**src/rtl/pipe_hazard_ctrl.sv**
```systemverilog
// Pipeline hazard controller: load-use interlock, taken-branch flush,
// data-memory wait freeze with timeout, and saturating stall/flush counters.
// Control outputs are combinational from the registered state and the
// current inputs, so the pipeline reacts in the same cycle.
module pipe_hazard_ctrl #(
  parameter int unsigned TIMEOUT = 16
) (
  input  logic        clk,
  input  logic        reset,
  input  logic        idex_memread,
  input  logic [4:0]  idex_rd,
  input  logic [4:0]  ifid_rs1,
  input  logic [4:0]  ifid_rs2,
  input  logic        ifid_uses_rs2,
  input  logic        exmem_branch_taken,
  input  logic        dmem_req,
  input  logic        dmem_ready,
  output logic        pc_write,
  output logic        ifid_write,
  output logic        ifid_flush,
  output logic        idex_flush,
  output logic        exmem_flush,
  output logic        freeze,
  output logic        mem_err,
  output logic [1:0]  state,
  output logic [15:0] stall_cnt,
  output logic [15:0] flush_cnt
);

  typedef enum logic [1:0] {
    RUN      = 2'd0,
    MEM_WAIT = 2'd1,
    ERROR    = 2'd2
  } state_e;

  state_e      state_q, state_d;
  logic [7:0]  wait_cnt_q, wait_cnt_d;
  logic        mem_err_q;
  logic [15:0] stall_cnt_q, flush_cnt_q;
  logic        lu_done_q;

  logic        lu_hazard;
  logic        lu_stall;
  logic        run_rules;

  assign lu_hazard = idex_memread && (idex_rd != 5'd0) &&
                     ((idex_rd == ifid_rs1) ||
                      (ifid_uses_rs2 && (idex_rd == ifid_rs2)));

  // Next-state and control decode; priority ERROR > mem stall > branch > load-use.
  always_comb begin
    pc_write    = 1'b1;
    ifid_write  = 1'b1;
    ifid_flush  = 1'b0;
    idex_flush  = 1'b0;
    exmem_flush = 1'b0;
    freeze      = 1'b0;
    lu_stall    = 1'b0;
    run_rules   = 1'b0;
    state_d     = state_q;
    wait_cnt_d  = wait_cnt_q;

    unique case (state_q)
      ERROR: begin
        pc_write   = 1'b0;
        ifid_write = 1'b0;
        freeze     = 1'b1;
      end
      MEM_WAIT: begin
        if (!dmem_ready) begin
          pc_write   = 1'b0;
          ifid_write = 1'b0;
          freeze     = 1'b1;
          if (wait_cnt_q == 8'(TIMEOUT)) begin
            state_d = ERROR;
          end else begin
            wait_cnt_d = wait_cnt_q + 8'd1;
          end
        end else begin
          state_d    = RUN;
          wait_cnt_d = '0;
          run_rules  = 1'b1;
        end
      end
      RUN: begin
        if (dmem_req && !dmem_ready) begin
          pc_write   = 1'b0;
          ifid_write = 1'b0;
          freeze     = 1'b1;
          state_d    = MEM_WAIT;
          wait_cnt_d = 8'd1;
        end else begin
          run_rules = 1'b1;
        end
      end
      default: begin
        state_d    = RUN;
        wait_cnt_d = '0;
      end
    endcase

    // A branch held across a memory stall is honoured here on the release
    // cycle. A load-use stall is issued once; the bubble it inserts into
    // ID/EX clears the hazard, so a still-asserted hazard on the following
    // cycle is the same occurrence and must not stall again.
    if (run_rules) begin
      if (exmem_branch_taken) begin
        ifid_flush  = 1'b1;
        idex_flush  = 1'b1;
        exmem_flush = 1'b1;
      end else if (lu_hazard && !lu_done_q) begin
        pc_write   = 1'b0;
        ifid_write = 1'b0;
        idex_flush = 1'b1;
        lu_stall   = 1'b1;
      end
    end
  end

  // State, wait counter, sticky error and saturating performance counters.
  always_ff @(posedge clk or posedge reset) begin
    if (reset) begin
      state_q     <= RUN;
      wait_cnt_q  <= '0;
      mem_err_q   <= 1'b0;
      stall_cnt_q <= '0;
      flush_cnt_q <= '0;
      lu_done_q   <= 1'b0;
    end else begin
      state_q    <= state_d;
      wait_cnt_q <= wait_cnt_d;
      lu_done_q  <= lu_stall;
      if (state_d == ERROR) begin
        mem_err_q <= 1'b1;
      end
      if (!pc_write && (stall_cnt_q != '1)) begin
        stall_cnt_q <= stall_cnt_q + 16'd1;
      end
      if (exmem_flush && (flush_cnt_q != '1)) begin
        flush_cnt_q <= flush_cnt_q + 16'd1;
      end
    end
  end

  assign mem_err   = mem_err_q;
  assign state     = state_q;
  assign stall_cnt = stall_cnt_q;
  assign flush_cnt = flush_cnt_q;

endmodule

```
**config.mk**
```make
export PLATFORM = sky130hd
export DESIGN_NAME = pipe_hazard_ctrl
export DESIGN_NICKNAME = d
export VERILOG_FILES = /design/src/rtl/pipe_hazard_ctrl.sv
export SDC_FILE = /design/constraint.sdc
export NUM_CORES = 1
export LEC_CHECK = 0
export BUFFER_PORTS_ARGS = -buffer_cell sky130_fd_sc_hd__buf_2
export CAP_MARGIN = 30
export CORE_MARGIN = 1
export CORE_UTILIZATION = 52
export DETAILED_ROUTE_END_ITERATION = 8
export PLACE_DENSITY = 0.79
export SETUP_SLACK_MARGIN = 0.1
export SLEW_MARGIN = 30
export SYNTH_ARGS = -nofsm -noshare
export SYNTH_HDL_FRONTEND = slang
export SYNTH_SLANG_ARGS = --single-unit
```
**constraint.sdc**
```tcl
create_clock -name clk -period 2.9 [get_ports clk]
set_input_delay 0 -clock clk [delete_from_list [all_inputs] [get_ports clk]]
set_output_delay 0 -clock clk [all_outputs]
set_load 0.005 [all_outputs]
```
* Yosys cells after proc, flatten, opt, wreduce, memory -nomap -nowiden
Index checks and enable logic that the tools add are counted.
** Operators by class
- Bitwise gates (word level) :: 1
- Add/sub/neg operators :: 3
- Reductions and logical operators :: 14
- Mux-type cells :: 25
- Equal/unequal tests :: 10
** Operator list (count)
- 16-bit by 1-bit adder with 16-bit output (second input constant) :: 2
- 16-bit != test (second input constant) :: 2
- 8-bit two-way mux :: 3
- 8-bit one-hot mux with 3 select lines :: 1
- 1-bit two-way mux :: 14
- 5-bit equality test :: 2
- 8-bit by 1-bit adder with 8-bit output (second input constant) :: 1
- 8-bit by 5-bit equality test with 1-bit output (second input constant) :: 1
- 1-bit logical AND :: 7
- 2-bit two-way mux :: 3
- 1-bit one-hot mux with 3 select lines :: 2
- 2-bit one-hot mux with 3 select lines :: 1
- 5-bit nonzero test :: 1
- 2-bit equality test (second input constant) :: 2
- 1-bit zero test :: 3
- 3-bit != test (second input constant) :: 1
- 3-bit AND reduction :: 1
- 2-bit by 1-bit equality test with 1-bit output (second input constant) :: 1
- 2-bit zero test :: 1
- 2-bit != test (second input constant) :: 1
- 1-bit one-hot mux with 2 select lines :: 1
- 1-bit logical OR :: 1
- 1-bit inverter :: 1
** Storage, ports and cells
- Flip-flop bits (word level) :: 44
- Word-level logic and storage cells :: 59
- Output and inout port bits :: 41
- Bits of input ports :: 22

* Logic depth before layout (Yosys ltp)
Gate-level depths: netlist of the first run.
- Word-level depth :: 10
- Mapped depth :: 8
- Gate-level depth less buffers :: 8

* Worst setup path before layout of the first run
OpenSTA, ideal clock, no wires.
- Path kind :: register to register
- From :: register stall_cnt_q[0] (netlist: stall_cnt[0])
- To :: register stall_cnt_q[1] (netlist: stall_cnt[1])
- Cell stages (with the launch flop) :: 8
- Slack :: 0.803 ns
- Data required time :: 2.773 ns
- Data arrival time :: 1.970 ns
- Path through :: dfrtp_1 ha_1 nand4_1 nor4_1 nor4_1 a21oi_2 buf_6 mux2_1
** On the way
- Longest elaborated chain between the ends :: 2
** RTL lines
- start, declared :: RTL line 39 : logic [15:0] stall_cnt_q, flush_cnt_q;
- start signal, assigned :: RTL line 137 : stall_cnt_q <= stall_cnt_q + 16'd1;
- parallel branches: the longest is 2 deep, another holds 16-bit by 1-bit adder with 16-bit output
Several ways; the timed one is not identified.
A chain may end at the register's enable or synchronous reset.

* Worst setup path in the final report of the first run
Same ends and word-level chain as after synthesis.

==> metrics, run 1 <==
final setup fails=0; final worst setup slack=between 0.5 and 0.6 ns; nets=313; Area Growth Syn to Fin=21.0%; Worst Clk Skew=0.0105 ns; total wire length=4490 µm; CP Max Fanout=16; proportion of layout cells with a drive suffix above 1=26.4%; fillcell total=340; post-synth top area share=48.5%; CTS clk-pin slew, worst paths=0.08 ns; top post-synthesis cells by area=dfrtp_1 (48%), xnor2_1 (9.6%), xor2_1 (8.1%), nand4_1 (3.9%), nand3_1 (3.3%); Cell variety after synth=37; clk root buf=clkbuf_8; TritonCTS buffer count=5; Final Cycle Share=between 80 and 90%; Avg Inst Size Synth=10.5 µm²; Syn Inst Count=217; Yosys reg bits=44; Iteration-0 DRC Markers=56; warnings from Yosys=0; hold path cells=3; Peak Freq=between 0.4 and 0.5 GHz; Setup Slack @ Placement=between 0.5 and 0.6 ns; MaxCap Viol Count=0; critical path's largest stage delay=0.56 ns; crit path capture type=flip-flop; Seq/Total Area, Yosys=48.5%; Power Density=between 600 and 700 mW/mm²; vias=1861; r2r endpoint=stall_cnt[1]$_DFFE_PP0P_; CTS Buffer Depth=2; most common cell in the netlist=dfrtp_1; reg2reg start=stall_cnt[0]$_DFFE_PP0P_; Final Instance Area=0.00275 mm²; Post-synth EDFFs=0; CP Buf/Inv Count=0; final slew viol count=0; Final min period=2.34 ns; initial antenna violation count=0; reg2reg path depth=6; CTS sink cnt=44; core area=0.00409 mm²; CP Data Required Time=about 3 ns; DP Area=between 0.002 and 0.003 mm²; DR pass1 iterations=4; hold crit path type=in2reg; Arr. time, crit path=between 2 and 3 ns; Syn Nets=roughly 240; hold path endpoint=state[0]$_DFF_PP0_; Worst Path Class, Setup=reg2reg; die area=0.00464 mm²; n_diodes=0; GPL Wtd Cong=about 0.80; Post-CTS Hold Buffers=3; grt ovf=0; Hold Violations, Final=0; Die Span Y=68.1 µm; Top delay family on crit path=simple AND/OR/NAND/NOR gates; slew margin rel.=54.0%; Worst-Margin Slew=slightly below 0.7 ns; vias in the first global route=roughly 1800; HPWL after DPL=3300 µm; # Post-CTS Setup Buffers=0; DR DRC count=0; wire per inst=13.3 µm; Tot GR Track Use=22.0%; first-pass GRT wire length=7580 µm; status=finished, final reports clean; Final ANT Viol Nets=0; setup TNS=0 ns; startpoint types=flip-flop; min-delay src=dmem_req; synth cell count leaders=dfrtp_1 (44), xnor2_1 (25), xor2_1 (21); TritonCTS clock tree=built; Die Width=68.1 µm; crit-path cells=ha_1, nand4_1, nor4_1, nor4_1, a21oi_2, mux2_1; peak supply drop=435 µV; Port Buffer Count=62; CP max stage cell=a21oi_2; RSZ-0062 raised after global routing=false; I/O pins=63; Top FF cell, synth=dfrtp_1; Worst R2R Setup Slack=0.56 ns; Synth area leader=dfrtp_1; starting density of the core=55.6%; Mapped Area=0.00227 mm²; H-tree levels=2; worst skew pair latency=0.30 ns; Fin Hold WS=roughly 0.14 ns; via/cell ratio=5.51; async set or reset register ratio after synthesis=100%; cell mode on critical path=nor4_1; post-CTS sizing=0; Leak=about 0.0012 µW; pin count of the biggest net entering global routing=45; FP Rows=23
-- stage by stage --
stage | power (µW) | std cells | utilization (%)
2_1_floorplan | 1190 | 217 | -
3_3_place_gp | 1390 | 327 | 64.3
3_5_place_dp | 1410 | 327 | 64.3
4_1_cts | 1810 | 338 | 67.3
5_1_grt | 1920 | 338 | 67.3
6_report | 1790 | 338 | 67.3
-- layout by cell type (no fill, tap or decap), types with 2 or more instances in the layout --
| cell | instances |
|---|---|
| buf_4 | 2 |
| clkbuf_8 | 6 |
| o21a_1 | 2 |
| nor3_1 | 9 |
| xnor2_1 | 25 |
| xor2_1 | 21 |
| o21ai_0 | 6 |
| nand4_1 | 14 |
| a31oi_4 | 2 |
| and3_1 | 7 |
| inv_1 | 8 |
| nand3_1 | 15 |
| nor2_1 | 14 |
| o21ai_1 | 2 |
| dfrtp_1 | 44 |
| ha_1 | 4 |
| buf_2 | 62 |
| dlygate4sd3_1 | 3 |
| a21oi_1 | 2 |
| clkbuf_1 | 2 |
| nor4_1 | 6 |
| nand2_1 | 14 |
-- routing by layer --
metal | vias up | wire length, µm | global-route usage (%)
met3 | 7 | 254 | 4.83
met5 | - | 0 | 0
met1 | 900 | 1990 | 25.8
met4 | 0 | 51 | 7.55
li1 | 901 | - | -
met2 | 53 | 2190 | 39.2
-- worst reg2reg max path, cell delays in order (launching register included) --
cell,delay (ns)
dfrtp_1,0.40
ha_1,0.21
nand4_1,0.15
nor4_1,0.42
nor4_1,0.11
a21oi_2,0.56
mux2_1,0.38
-- cells by family (layout without fill, tap and decap cells) --
logic type | Yosys count | after routing | synth area share, %
AO/OA/AOI/OAI | 19 | 19 | 6.45
adder cells (fa/ha/maj) | 4 | 4 | 2.20
XOR/XNOR | 46 | 46 | 17.7
buffers and inverters | 13 | 84 | 2.81
multiplexers | 2 | 2 | 0.992
flip-flops | 44 | 44 | 48.5
AND/OR/NAND/NOR | 89 | 89 | 21.3
-- how the worst max path moves through the flow --
stage	from	endpoint	slack [ns]	cells past startpoint
6_report	stall_cnt[0]$_DFFE_PP0P_	stall_cnt[1]$_DFFE_PP0P_	0.56	6
3_3_place_gp	stall_cnt[0]$_DFFE_PP0P_	stall_cnt[1]$_DFFE_PP0P_	0.65	6
5_1_grt	stall_cnt[0]$_DFFE_PP0P_	stall_cnt[1]$_DFFE_PP0P_	0.27	6
3_5_place_dp	stall_cnt[0]$_DFFE_PP0P_	stall_cnt[1]$_DFFE_PP0P_	0.54	6
4_1_cts	stall_cnt[0]$_DFFE_PP0P_	stall_cnt[1]$_DFFE_PP0P_	0.52	6
2_1_floorplan	stall_cnt[0]$_DFFE_PP0P_	stall_cnt[1]$_DFFE_PP0P_	0.80	7
-- registers in the layout (all words and copies together), names as in the netlist --
register and count:
stall_cnt 16, wait_cnt_q 8, state 2, lu_done_q 1, flush_cnt 16, mem_err 1
-- where the power goes --
part,switching [µW],internal (µW)
Combinational,242,252
Sequential,166,740
Clock,196,194
Total,604,1190
-- area by class of cell --
class / instances / area [µm²] / area share [%]
multi-input combinational: 160 / 1110 / 40.2
sequential: 44 / 1100 / 40.1
timing repair buffer: 67 / 355 / 12.9
clock buffer: 8 / 90.1 / 3.28
tap: 50 / 62.6 / 2.28
inverter: 9 / 33.8 / 1.23
Note: power is estimated with default switching activity, not from simulation.
==> inputs of run 2 (changes only) <==
Settings changed: ABC_AREA from default to 1, CORE_UTILIZATION 52 to 49, PLACE_DENSITY 0.79 to 0.76.
Clock period 2.9 ns to 2.1 ns, I/O delays scaled along.
==> metrics, run 2 <==
FP Rows=27; clock share of power=29.4%; Syn Inst Count=384; Sw Share=between 30 and 40%; HPWL after DPL=4500 µm; slew margin rel.=roughly two thirds; DR pass1 iterations=4; Power Density=718 mW/mm²; Worst-Margin Slew=about 0.48 ns; nets=480; warnings from Yosys=0; CP Max Fanout=18; most common cell in the netlist=nand2_1; commonest non-fill, non-tap cell in the layout=nand2_1; RSZ-0062 raised after global routing=false; Avg Inst Size Synth=7.35 µm²; TritonCTS clock tree=built; Int Pwr=1650 µW; Die Width=77.9 µm; final slew viol count=0; Final Cycle Share=86.6%; CTS clk-pin slew, worst paths=around 0.080 ns; async set or reset register ratio after synthesis=100%; Area Growth Syn to Fin=20.0%; Worst Clk Skew=between 0.01 and 0.015 ns; Iteration-0 DRC Markers=around 110; status=finished, final reports clean; Final min period=roughly 1.8 ns; H-tree levels=2; reg2reg path depth=9; core area=0.00554 mm²; TritonCTS buffer count=5; Worst Path Class, Setup=reg2out; Net Switching=789 µW; wire per inst=11.5 µm; die area=0.00607 mm²; total wire length=6050 µm; Seq/Total Area, Yosys=around two fifths; Arr. time, crit path=approximately 1.8 ns; post-synth top area share=between 30% and 40%; MaxCap Viol Count=0; Synth area leader=dfrtp_1; CTS Buffer Depth=2; Final ANT Viol Nets=0; vias=about 2600; pin count of the biggest net entering global routing=37; first-pass GRT wire length=roughly 10000 µm; dpl cells=512; GPL Wtd Cong=0.910; hold path cells=4; Tot GR Track Use=21.1%; Leak=0.00182 µW; Mapped Area=0.00282 mm²; worst skew pair latency=0.30 ns; Post-synth EDFFs=0; Die Span Y=77.9 µm; CTS sink cnt=44; startpoint types=flip-flop; peak supply drop=581 µV; Hold Violations, Final=0; Peak Freq=0.550 GHz; final setup fails=0; starting density of the core=approximately 51%; initial antenna violation count=0; Yosys reg bits=between 40 and 50; Port Buffer Count=62; setup TNS=0 ns; DR DRC count=0; grt ovf=0; Syn Nets=410; via/cell ratio=4.94; top post-synthesis cells by area=dfrtp_1 (39%), nand2_1 (16%), nand3_1 (6.4%), inv_1 (6.0%), xor2_1 (5.9%); clk root buf=clkbuf_8; combinational power share=24.9%; proportion of layout cells with a drive suffix above 1=21.3%; hold crit path type=in2reg; n_diodes=0; Top FF cell, synth=dfrtp_1; final std cells w/o fill=527; Sequential Power Share=about 46%; crit path capture type=output pin; I/O pins=63; CP Data Required Time=around 2.1 ns; Cell variety after synth=32; vias in the first global route=between 2000 and 2500; synth cell count leaders=nand2_1 (122), inv_1 (45), dfrtp_1 (44); most frequent cells in the layout=nand2_1 (122), buf_2 (62), inv_1 (44), dfrtp_1 (44), nand3_1 (36)
-- run 2: per-stage QoR --
step / power (µW) / cell area, µm² / hold slack (ns) / util, % / setup WS [ns]
3_3_place_gp: 1690 / 3180 / -0.0693 / 57.4 / 0.343
3_5_place_dp: 1720 / 3180 / -0.0659 / 57.4 / 0.243
5_1_grt: 2590 / 3390 / 0.0806 / 61.2 / 0.117
2_1_floorplan: 1490 / 2820 / 0.0979 / - / 0.485
4_1_cts: 2450 / 3330 / 0.0226 / 60.2 / 0.212
6_report: 2430 / 3390 / 0.0637 / 61.2 / 0.282
-- run 2: cells by family (layout without fill, tap and decap cells) --
| group | Yosys count | in the layout | share of synthesized area (%) |
|---|---|---|---|
| buf+inv | 57 | 128 | 8.64 |
| xor+xnor | 32 | 32 | 9.93 |
| compound gates | 20 | 20 | 4.17 |
| simple gates | 227 | 227 | 36.5 |
| fa+ha+maj | 4 | 4 | 1.77 |
| flops | 44 | 44 | 39.0 |
-- run 2: worst paths after layout --
check                                    startpoint                        end  slack, ns
setup / recovery                 state[1]$_DFF_PP0_                   pc_write       0.28
hold / removal                   exmem_branch_taken        lu_done_q$_DFF_PP0_       0.06
setup reg to reg           stall_cnt[0]$_DFFE_PP0P_  stall_cnt[11]$_DFFE_PP0P_       0.30
hold reg to reg                 mem_err$_DFFE_PP0N_        mem_err$_DFFE_PP0N_       0.47
max in group asynchronous                     reset   flush_cnt[2]$_DFFE_PP0P_       1.20
min in group asynchronous                     reset   stall_cnt[4]$_DFFE_PP0P_       0.17
-- run 2: layout make-up --
| cell class | count | area, µm² |
|---|---|---|
| clock buffer | 7 | 96.3 |
| clock inverter | 1 | 30.0 |
| fill | 525 | 2150 |
| inverter | 49 | 184 |
| multi-input combinational | 283 | 1500 |
| sequential | 44 | 1100 |
| tap | 72 | 90.1 |
| timing repair buffer | 71 | 385 |
-- run 2: metal layers --
layer  routed length, µm  vias to the layer above  track usage, %
met1                2820                     1207            25.5
met5                   0                        -               0
met3                 248                        7            4.24
met4                  60                        0            5.93
met2                2930                       47            38.0
li1                    -                     1345               -
-- run 2: critical path, stage by stage, from the launching register on --
cell and delay [ns]:
dfrtp_1 0.43, inv_1 0.10, nand2_1 0.15, o21ai_2 0.16, inv_2 0.09, nor2_4 0.08, nand3_2 0.14, nand2_8 0.17
inv_1 0.07, buf_2 0.12
-- run 2: power by group through the flow --
| stage | registers (µW) | logic (µW) | clock network (µW) |
|---|---|---|---|
| after CTS | 1110 | 602 | 735 |
| after global routing | 1130 | 698 | 763 |
| final | 1110 | 606 | 716 |
| after global placement | 1120 | 572 | 0 |
| after floorplan | 1110 | 381 | 0 |
| after detailed placement | 1130 | 593 | 0 |
-- run 2: timing repair --
item | 4_1_cts | 5_1_grt
buffers inserted | 0 | 4
hold buffers | 3 | 0
setup endpoints to repair | 0 | 20
resized for setup | 0 | 3
endpoints found under the hold margin | 10 | 0
==> inputs of run 3 (changes only) <==
Settings changed: BUFFER_PORTS_ARGS -buffer_cell sky130_fd_sc_hd__buf_2 to default, CORE_UTILIZATION 49 to 57, DONT_BUFFER_PORTS from default to 1, PLACE_DENSITY 0.76 to 0.75.
==> metrics, run 3 (synthesized netlist as in run 2, its figures left out) <==
clk root buf=clkbuf_8; hold crit path type=in2async; reg2reg path depth=8; commonest non-fill, non-tap cell in the layout=nand2_1; die area=0.00524 mm²; Worst Path Class, Setup=reg2reg; met3 Resource Use GR=6.67%; FP Rows=25; grt ovf=0; setup TNS=0 ns; Tot GR Track Use=23.2%; Die Span Y=72.4 µm; busiest grt layer=met2; CTS Buffer Depth=2; pin count of the biggest net entering global routing=38; Arr. time, crit path=2.07 ns; Worst Clk Skew=0.00894 ns; DR pass1 iterations=4; peak supply drop=roughly 350 µV; CP Max Fanout=6; Final ANT Viol Nets=0; HPWL after DPL=between 4000 and 5000 µm; most frequent cells in the layout=nand2_1 (122), inv_1 (44), dfrtp_1 (44); crit path capture type=flip-flop; final setup fails=0; core area=0.00475 mm²; Final Instance Area=0.00304 mm²; Area Growth Syn to Fin=7.71%; proportion of layout cells with a drive suffix above 1=under 10%; CTS clk-pin slew, worst paths=~0.090 ns; Hold Violations, Final=0; nets=~420; Final min period=1.82 ns; Port Buffer Count=0; RSZ-0062 raised after global routing=false; CP Capture Point=lu_done_q$_DFF_PP0_; Final Cycle Share=86.8%; final slew viol count=0; Final Power=2150 µW; TritonCTS clock tree=built; status=finished, final reports clean; TritonCTS buffer count=5; DP Area=0.00287 mm²; n_diodes=0; Die Width=72.4 µm; I/O pins=63; initial antenna violation count=0; critical path launch point=state[1]$_DFF_PP0_; Worst-Margin Slew=0.506 ns; r2r endpoint=lu_done_q$_DFF_PP0_; via/cell ratio=5.13; met1 GRT Util=about 29%; CP Data Required Time=approximately 2.3 ns; Leak=0.00151 µW; starting density of the core=59.4%; worst skew pair latency=0.30 ns; vias=2358; H-tree levels=2; Worst R2R Setup Slack=0.28 ns; CTS sink cnt=44; DR DRC count=0; Fin Hold WS=~0.035 ns; vias in the first global route=roughly 2300; GPL Wtd Cong=0.892; MaxCap Viol Count=0; total wire length=5690 µm; slew margin rel.=around 66%; first-pass GRT wire length=9560 µm; reg2reg start=state[1]$_DFF_PP0_; GR Layer Usage met2=between 30% and 40%; wire per inst=12.4 µm; Power Density=706 mW/mm²; Peak Freq=between 0.5 and 0.6 GHz; final core occ=roughly 64%; Iteration-0 DRC Markers=75; startpoint types=flip-flop
==> run 3: layout make-up <==
type	count	area [µm²]
Inverter	49	184
Tap cell	67	83.8
Clock buffer	5	68.8
Sequential cell	44	1100
Multi-Input combinational cell	283	1490
Clock inverter	3	23.8
Timing Repair Buffer	9	92.6
Fill cell	444	1710
==> run 3: what timing repair did <==
| action | in CTS | in global routing |
|---|---|---|
| buffers inserted | 0 | 1 |
| endpoints found under the hold margin | 53 | 0 |
| resized for setup | 0 | 1 |
| setup endpoints to repair | 0 | 11 |
| hold buffers | 5 | 0 |
==> run 3: worst min-delay path by stage <==
stage / from / end / slack (ns)
floorplan: dmem_ready / wait_cnt_q[5]$_DFFE_PP0P_ / 0.1
global route: reset / flush_cnt[15]$_DFFE_PP0P_ / 0.04
finish: reset / flush_cnt[7]$_DFFE_PP0P_ / 0.03
detailed placement: reset / flush_cnt[7]$_DFFE_PP0P_ / -0.20
global placement: reset / flush_cnt[7]$_DFFE_PP0P_ / -0.20
CTS: reset / flush_cnt[7]$_DFFE_PP0P_ / 0.03
==> run 3: report_power, final <==
group / internal (µW) / switching (µW)
sequential: 962 / 181
clock: 236 / 318
combinational: 174 / 275
total: 1370 / 774
==> run 3: critical path, stage by stage (launching register included) <==
cell           delay, ns
dfrtp_1             0.45
inv_1               0.11
nand2_1             0.15
o21ai_2             0.16
inv_2               0.09
nor2_4              0.08
nand3_2             0.10
dlygate4sd3_1       0.57
inv_1               0.05
==> run 3: metrics by stage <==
step	worst slack (ns)	std cells
2_1_floorplan	0.485	384
3_3_place_gp	0.324	446
3_5_place_dp	0.262	446
4_1_cts	0.240	459
5_1_grt	0.151	460
6_report	0.276	460
==> run 3: per-layer routing <==
layer  share of wire, %  routed length, µm
met1                 45               2570
met2                 49               2810
met3                4.8                273
met4               0.69                 39
met5                  0                  0
